--- config.mk ---
export PLATFORM = sky130hd
export DESIGN_NAME = input_debouncer_flat
export DESIGN_NICKNAME = d
export VERILOG_FILES = /design/src/rtl/debounce_pkg.sv /design/src/rtl/input_debouncer_if.sv /design/src/rtl/debounce_channel.sv /design/src/rtl/input_debouncer.sv /design/src/flat_wrapper.sv
export SDC_FILE = /design/constraint.sdc
export NUM_CORES = 1
export LEC_CHECK = 0
export CAP_MARGIN = 5
export CELL_PAD_IN_SITES_DETAIL_PLACEMENT = 1
export CELL_PAD_IN_SITES_GLOBAL_PLACEMENT = 2
export CORE_UTILIZATION = 36
export CTS_CLUSTER_SIZE = 20
export DETAILED_ROUTE_END_ITERATION = 8
export GPL_ROUTABILITY_DRIVEN = 0
export HOLD_SLACK_MARGIN = 0.03
export PLACE_DENSITY = 0.86
export SYNTH_ARGS = -nofsm -noshare
export SYNTH_HDL_FRONTEND = slang
export SYNTH_SLANG_ARGS = --single-unit
--- constraint.sdc ---
create_clock -name clk -period 1.9 [get_ports clk]
set_clock_uncertainty 0.15 [all_clocks]
set_input_delay 0.19 -clock clk [delete_from_list [all_inputs] [get_ports clk]]
set_output_delay 0.19 -clock clk [all_outputs]
set_load 0.02 [all_outputs]
--- src/rtl/debounce_pkg.sv ---
// Shared constants and helpers for the input debouncer.
//   STABLE_CYCLES_DEFAULT : 10 ms at a 10 MHz clock
//   STABLE_CYCLES_SIM     : short stability window for simulation
//   clog2_u()             : ceil(log2(value)), used to size the counters
package debounce_pkg;

    localparam int unsigned STABLE_CYCLES_DEFAULT = 100000;
    localparam int unsigned STABLE_CYCLES_SIM     = 4;

    function automatic int unsigned clog2_u(input int unsigned value);
        int unsigned result;
        result = 0;
        for (int i = 0; i < 32; i++) begin
            if ((64'd1 << i) < 64'(value)) begin
                result = i + 1;
            end
        end
        return result;
    endfunction

    localparam int unsigned CNT_W_DEFAULT = clog2_u(STABLE_CYCLES_DEFAULT);

endpackage

--- src/rtl/input_debouncer_if.sv ---
// Bundle between the switch bank and the debouncer.
//   raw_in     : asynchronous switch/button levels
//   clean_out  : debounced level per channel
//   rise_pulse : one-cycle pulse on a 0->1 change of clean_out
//   fall_pulse : one-cycle pulse on a 1->0 change of clean_out
//   any_change : high in the same cycle as any rise/fall pulse
// master = switch side (drives raw_in), slave = debouncer.
interface input_debouncer_if #(
    parameter int unsigned WIDTH = 8
);
    logic [WIDTH-1:0] raw_in;
    logic [WIDTH-1:0] clean_out;
    logic [WIDTH-1:0] rise_pulse;
    logic [WIDTH-1:0] fall_pulse;
    logic             any_change;

    modport master (
        output raw_in,
        input  clean_out,
        input  rise_pulse,
        input  fall_pulse,
        input  any_change
    );

    modport slave (
        input  raw_in,
        output clean_out,
        output rise_pulse,
        output fall_pulse,
        output any_change
    );
endinterface

--- src/rtl/debounce_channel.sv ---
// One debounced channel: 2-FF synchroniser, stability counter, clean level and edge pulses.
//   clk, rst_n  : clock, asynchronous active-low reset
//   raw         : asynchronous input level
//   clean       : debounced level
//   rise, fall  : one-cycle pulses coincident with the first cycle of a new clean level
//   change_next : next-state of (rise | fall), lets the parent register any_change in step
module debounce_channel #(
    parameter int unsigned CNT_W         = 17,
    parameter int unsigned STABLE_CYCLES = 100000,
    parameter logic        RESET_VAL     = 1'b0
) (
    input  logic clk,
    input  logic rst_n,
    input  logic raw,
    output logic clean,
    output logic rise,
    output logic fall,
    output logic change_next
);
    localparam logic [CNT_W-1:0] LastCnt = CNT_W'(STABLE_CYCLES - 1);

    logic             s1_q, s2_q;
    logic [CNT_W-1:0] cnt_q, cnt_d;
    logic             clean_q, clean_d;
    logic             rise_q, rise_d;
    logic             fall_q, fall_d;

    always_ff @(posedge clk or negedge rst_n) begin
        if (!rst_n) begin
            s1_q    <= RESET_VAL;
            s2_q    <= RESET_VAL;
            cnt_q   <= '0;
            clean_q <= RESET_VAL;
            rise_q  <= 1'b0;
            fall_q  <= 1'b0;
        end else begin
            s1_q    <= raw;
            s2_q    <= s1_q;
            cnt_q   <= cnt_d;
            clean_q <= clean_d;
            rise_q  <= rise_d;
            fall_q  <= fall_d;
        end
    end

    // Any cycle where the synchronised input agrees with clean restarts the window.
    always_comb begin
        cnt_d   = '0;
        clean_d = clean_q;
        rise_d  = 1'b0;
        fall_d  = 1'b0;
        if (s2_q != clean_q) begin
            if (cnt_q == LastCnt) begin
                clean_d = s2_q;
                rise_d  = s2_q;
                fall_d  = ~s2_q;
            end else begin
                cnt_d = cnt_q + CNT_W'(1);
            end
        end
    end

    assign clean       = clean_q;
    assign rise        = rise_q;
    assign fall        = fall_q;
    assign change_next = rise_d | fall_d;

endmodule

--- src/rtl/input_debouncer.sv ---
// Debounces a bank of WIDTH switch inputs for the counter control path.
//   clk, rst_n : clock, asynchronous active-low reset
//   bus        : input_debouncer_if slave (raw_in in; clean_out, rise_pulse,
//                fall_pulse, any_change out)
module input_debouncer
    import debounce_pkg::*;
#(
    parameter int unsigned      WIDTH         = 8,
    parameter int unsigned      STABLE_CYCLES = STABLE_CYCLES_DEFAULT,
    parameter int unsigned      CNT_W         = CNT_W_DEFAULT,
    parameter logic [WIDTH-1:0] RESET_VAL     = '0
) (
    input  logic               clk,
    input  logic               rst_n,
    input_debouncer_if.slave   bus
);
    logic [WIDTH-1:0] clean_vec;
    logic [WIDTH-1:0] rise_vec;
    logic [WIDTH-1:0] fall_vec;
    logic [WIDTH-1:0] change_next_vec;
    logic             any_change_q;

    for (genvar i = 0; i < WIDTH; i++) begin : g_chan
        debounce_channel #(
            .CNT_W         (CNT_W),
            .STABLE_CYCLES (STABLE_CYCLES),
            .RESET_VAL     (RESET_VAL[i])
        ) u_chan (
            .clk         (clk),
            .rst_n       (rst_n),
            .raw         (bus.raw_in[i]),
            .clean       (clean_vec[i]),
            .rise        (rise_vec[i]),
            .fall        (fall_vec[i]),
            .change_next (change_next_vec[i])
        );
    end

    // Built from the channels' next-state so it lands in the same cycle as the pulses.
    always_ff @(posedge clk or negedge rst_n) begin
        if (!rst_n) begin
            any_change_q <= 1'b0;
        end else begin
            any_change_q <= |change_next_vec;
        end
    end

    assign bus.clean_out  = clean_vec;
    assign bus.rise_pulse = rise_vec;
    assign bus.fall_pulse = fall_vec;
    assign bus.any_change = any_change_q;

endmodule

--- src/flat_wrapper.sv ---
// flat-port wrapper written by rule: the top's interface ports become plain ports
module input_debouncer_flat import debounce_pkg::*;
#(
    parameter int unsigned      WIDTH         = 8,
    parameter int unsigned      STABLE_CYCLES = STABLE_CYCLES_DEFAULT,
    parameter int unsigned      CNT_W         = CNT_W_DEFAULT,
    parameter logic [WIDTH-1:0] RESET_VAL     = '0
)
  (clk, rst_n, bus_raw_in, bus_clean_out, bus_rise_pulse, bus_fall_pulse, bus_any_change);
  input_debouncer_if #(.WIDTH(WIDTH)) bus_i ();
  input  logic clk;
  input  logic rst_n;
  input wire logic [$bits(bus_i.raw_in)-1:0] bus_raw_in;
  output wire logic [$bits(bus_i.clean_out)-1:0] bus_clean_out;
  output wire logic [$bits(bus_i.rise_pulse)-1:0] bus_rise_pulse;
  output wire logic [$bits(bus_i.fall_pulse)-1:0] bus_fall_pulse;
  output wire logic [$bits(bus_i.any_change)-1:0] bus_any_change;
  assign bus_i.raw_in = bus_raw_in;
  assign bus_clean_out = bus_i.clean_out;
  assign bus_rise_pulse = bus_i.rise_pulse;
  assign bus_fall_pulse = bus_i.fall_pulse;
  assign bus_any_change = bus_i.any_change;
  input_debouncer #(.WIDTH(WIDTH), .STABLE_CYCLES(STABLE_CYCLES), .CNT_W(CNT_W), .RESET_VAL(RESET_VAL)) u_core (.clk(clk), .rst_n(rst_n), .bus(bus_i));
endmodule
==> impl_metrics.xml <==
<?xml version="1.0" encoding="UTF-8"?>
<metrics>
  <group name="run_status">
    <metric name="status" unit="">completed</metric>
  </group>
  <group name="clocking">
    <metric name="cts.htree.levels" unit="">4</metric>
    <metric name="clk_latency" unit="ps">420</metric>
    <metric name="tritoncts_clock_tree" unit="">done</metric>
    <metric name="cts_root_buf" unit="">sky130_fd_sc_hd__clkbuf_16</metric>
    <metric name="cts_inserted_buffers" unit="">17</metric>
    <metric name="max-clock-path-buffers" unit="">2</metric>
    <metric name="clkSlewWorstSetupHoldPaths" unit="ps">60</metric>
    <metric name="clkSinkCount" unit="">177</metric>
  </group>
  <group name="synthesis">
    <metric name="ys_top_cells_by_area" unit="">sky130_fd_sc_hd__dfrtp_1 (54%), sky130_fd_sc_hd__xor2_1 (6.3%), sky130_fd_sc_hd__nor2_1 (5.7%)</metric>
    <metric name="synth.yosys.warnings" unit="">0</metric>
    <metric name="synth_enable_flop_cells" unit="">0</metric>
    <metric name="synthDominantAreaCellType" unit="">sky130_fd_sc_hd__dfrtp_1</metric>
    <metric name="synthesis.area" unit="um^2">8207</metric>
    <metric name="synth-main-ff-cell" unit="">sky130_fd_sc_hd__dfrtp_1</metric>
    <metric name="postSynthCellCount" unit="">776</metric>
    <metric name="synth.cells.most_frequent" unit="">sky130_fd_sc_hd__dfrtp_1 (177), sky130_fd_sc_hd__nor2_1 (124), sky130_fd_sc_hd__xor2_1 (59), sky130_fd_sc_hd__xnor2_1 (52), sky130_fd_sc_hd__nand3_1 (42)</metric>
    <metric name="postSynthRegisterBits" unit="">177</metric>
    <metric name="synth_cell_type_count" unit="">37</metric>
    <metric name="synthMostInstantiatedCell" unit="">sky130_fd_sc_hd__dfrtp_1</metric>
    <metric name="post_synthesis_mean_instance_area" unit="um^2">10.58</metric>
    <metric name="async_flop_share" unit="%">100.0</metric>
    <metric name="post_synth_net_total" unit="">794</metric>
    <metric name="ys_seq_area_share" unit="%">53.97</metric>
    <metric name="yosysTopAreaCellShare" unit="%">53.97</metric>
  </group>
  <group name="global_route">
    <metric name="grt_start_max_net_pins" unit="">50</metric>
    <metric name="grt_ovf" unit="">0</metric>
    <metric name="first_global_vias" unit="">6631</metric>
    <metric name="grt_usage" unit="%">17.13</metric>
    <metric name="antenna_found_initial" unit="">0</metric>
    <metric name="wire_length_of_the_first_global_routing_pass" unit="um">32590</metric>
  </group>
  <group name="final_layout">
    <metric name="final_nets" unit="">911</metric>
    <metric name="drive_gt1_share" unit="%">20.87</metric>
    <metric name="final_cell_count_no_fill" unit="">1181</metric>
    <metric name="final_core_utilization" unit="%">46.90</metric>
    <metric name="insertedDiodeCount" unit="">0</metric>
    <metric name="nFillCells" unit="">2387</metric>
    <metric name="area.growth.synth_to_final" unit="%">26.25</metric>
  </group>
  <group name="detailed_routing">
    <metric name="initialDrtViolationCount" unit="">322</metric>
    <metric name="dr.pass1.iters" unit="">4</metric>
    <metric name="per_cell_via_count_in_the_routed_design" unit="">5.154</metric>
    <metric name="routed_wl" unit="um">19280</metric>
    <metric name="routed_wire_per_std_cell" unit="um">16.32</metric>
    <metric name="ant_nets" unit="">0</metric>
    <metric name="dr_total_vias" unit="">6087</metric>
    <metric name="remaining_drc_errors" unit="">0</metric>
  </group>
  <group name="placement">
    <metric name="pre_cts_ws" unit="ps">-2.110</metric>
    <metric name="detailedPlacementHpwl" unit="um">13150</metric>
    <metric name="numPlacedInstances" unit="">1141</metric>
    <metric name="port-buffer-count" unit="">34</metric>
  </group>
  <group name="sta">
    <metric name="slew_viol_final" unit="">0</metric>
    <metric name="slew_headroom" unit="%">64.26</metric>
    <metric name="worst_slack" unit="ps">5.991</metric>
    <metric name="whs" unit="ps">48.78</metric>
    <metric name="period_needed" unit="ps">1894</metric>
    <metric name="timing.final.setup_violations" unit="">0</metric>
    <metric name="setup_repair_after_global_routing_missed_its_margin" unit="">true</metric>
    <metric name="worst_pin_slew" unit="ps">536.1</metric>
    <metric name="period_share" unit="%">99.68</metric>
    <metric name="max_freq" unit="MHz">528.0</metric>
    <metric name="final_hold_viol_count" unit="">0</metric>
  </group>
  <group name="floorplanning">
    <metric name="floorplan.die.height" unit="um">153.0</metric>
    <metric name="die_width" unit="um">153.0</metric>
    <metric name="initial_utilization" unit="%">37.14</metric>
    <metric name="num_rows" unit="">54</metric>
    <metric name="fp.coreArea" unit="um^2">22090</metric>
    <metric name="design.die.area" unit="um^2">23400</metric>
    <metric name="pin_count" unit="">35</metric>
  </group>
  <group name="setup_path">
    <metric name="kind_of_critical_path" unit="">flop to flop</metric>
    <metric name="cp-end-kind" unit="">flop</metric>
    <metric name="worstPathMaxFanout" unit="">4</metric>
    <metric name="worst-endpoint-required" unit="ps">2100</metric>
    <metric name="cp_data_arrival_time" unit="ps">2100</metric>
    <metric name="setup.reg_to_reg.worst_slack" unit="ps">6</metric>
    <metric name="r2r.worst_path.cells" unit="">5</metric>
    <metric name="cp-start-kind" unit="">flop</metric>
    <metric name="worst_r2r_endpoint" unit="">u_core.g_chan[2].u_chan.cnt_q[16]$_DFF_PN0_</metric>
    <metric name="worstReg2RegStart" unit="">u_core.g_chan[2].u_chan.cnt_q[0]$_DFF_PN0_</metric>
  </group>
  <group name="hold_path">
    <metric name="worstHoldPathCells" unit="">1</metric>
    <metric name="worst_hold_path.endpoint" unit="">u_core.g_chan[4].u_chan.s1_q$_DFF_PN0_</metric>
    <metric name="min-delay-path-class" unit="">input pin to flop</metric>
    <metric name="timing.hold.worst.start" unit="">bus_raw_in[4]</metric>
  </group>
  <group name="pwr">
    <metric name="p_leak" unit="uW">0.004384</metric>
    <metric name="total_power_density_per_cell_area" unit="nW/um^2">757.4</metric>
    <metric name="power.ir.vdd_worst" unit="mV">0.5044</metric>
  </group>
  <group name="flow_run">
    <metric name="cap_violations" unit="">0</metric>
  </group>
</metrics>
[final cells by class]
type / instances / area, um^2 / area share, %
Clock inverter: 10 / 165.2 / 1.594
Timing Repair Buffer: 141 / 1319 / 12.73
Inverter: 14 / 52.55 / 0.5072
Tap cell: 280 / 350.3 / 3.381
Sequential cell: 177 / 4437 / 42.82
Clock buffer: 17 / 425.4 / 4.106
Multi-Input combinational cell: 542 / 3612 / 34.86
[repair_timing]
item | in CTS | in global routing
endpoints found under the setup margin | 7 | 68
resized for setup | 8 | 31
hold endpoints to repair | 171 | 0
hold buffers | 1 | 0
gates cloned | 0 | 1
pin swaps | 2 | 10
setup buffers | 2 | 9
[report_power, final]
group	internal, uW	switching (uW)	leakage, uW
sequential	3830	59.7	0.00241
clock	2170	1420	0.000284
combinational	163	209	0.00169
total	6160	1690	0.00438
[registers in the layout, summed over array words and instances (netlist names)]
signal                      cells
u_core.bus.any_change           1
u_core.g_chan.u_chan.clean      8
u_core.g_chan.u_chan.cnt_q    136
u_core.g_chan.u_chan.fall       8
u_core.g_chan.u_chan.rise       8
u_core.g_chan.u_chan.s1_q       8
u_core.g_chan.u_chan.s2_q       8
[worst max-delay path, cell delays in order (launching register included)]
cell	delay, ps
sky130_fd_sc_hd__dfrtp_1	400
sky130_fd_sc_hd__ha_4	160
sky130_fd_sc_hd__nand4_1	140
sky130_fd_sc_hd__or3_4	410
sky130_fd_sc_hd__or4_4	430
sky130_fd_sc_hd__a21oi_2	130
[worst max-delay path by stage]
| stage | from | end | slack [ps] | cells past startpoint |
|---|---|---|---|---|
| after floorplan | u_core.g_chan[7].u_chan.cnt_q[0]$_DFF_PN0_ | u_core.bus.any_change$_DFF_PN0_ | 1 | 6 |
| after global placement | u_core.g_chan[3].u_chan.cnt_q[0]$_DFF_PN0_ | u_core.bus.any_change$_DFF_PN0_ | 30 | 5 |
| after detailed placement | u_core.g_chan[5].u_chan.cnt_q[11]$_DFF_PN0_ | u_core.g_chan[5].u_chan.clean$_DFFE_PN0P_ | -2 | 5 |
| after CTS | u_core.g_chan[2].u_chan.cnt_q[0]$_DFF_PN0_ | u_core.g_chan[2].u_chan.cnt_q[16]$_DFF_PN0_ | -4 | 5 |
| after global routing | u_core.g_chan[2].u_chan.cnt_q[0]$_DFF_PN0_ | u_core.g_chan[2].u_chan.cnt_q[16]$_DFF_PN0_ | -70 | 5 |
| final | u_core.g_chan[2].u_chan.cnt_q[0]$_DFF_PN0_ | u_core.g_chan[2].u_chan.cnt_q[16]$_DFF_PN0_ | 6 | 5 |
[routing by layer]
metal / vias to the layer above / GRT usage [%] / share of wire (%)
met1: 3106 / 22.53 / 47
met2: 56 / 28.99 / 50
met4: 0 / 6.061 / 1.7
met3: 17 / 2.297 / 1.7
met5: - / 0 / 0
li1: 2908 / - / -
[cells in the final DEF (no fill, tap or decap), types with 14 or more instances in the layout]
master,netlist,final
sky130_fd_sc_hd__nand4_1,41,41
sky130_fd_sc_hd__buf_4,24,92
sky130_fd_sc_hd__or3_1,19,17
sky130_fd_sc_hd__xor2_1,59,59
sky130_fd_sc_hd__nand3_1,42,42
sky130_fd_sc_hd__xnor2_1,52,52
sky130_fd_sc_hd__clkbuf_16,0,18
sky130_fd_sc_hd__inv_1,14,14
sky130_fd_sc_hd__nor2_1,124,124
sky130_fd_sc_hd__dfrtp_1,177,171
sky130_fd_sc_hd__clkdlybuf4s50_1,0,30
sky130_fd_sc_hd__nand2_1,36,35
sky130_fd_sc_hd__and4_1,17,14
sky130_fd_sc_hd__nor3b_1,16,15
[logic make-up after synthesis]
logic type | share of synthesized area [%]
compound gates | 2.546
xor+xnor | 11.85
fa+ha+maj | 1.220
buf+inv | 3.872
flops | 53.97
mux | 1.220
simple gates | 25.32
[through the flow]
| stage | cell area, um^2 | TNS [ps] | power [uW] |
|---|---|---|---|
| floorplan | 8232 | 0 | 4075 |
| global placement | 9504 | 0 | 4295 |
| detailed placement | 9504 | -2.308 | 4308 |
| CTS | 10150 | -4.140 | 7940 |
| global route | 10360 | -1104 | 8152 |
| finish | 10360 | 0 | 7848 |
Power figures use the tool's default switching activity.
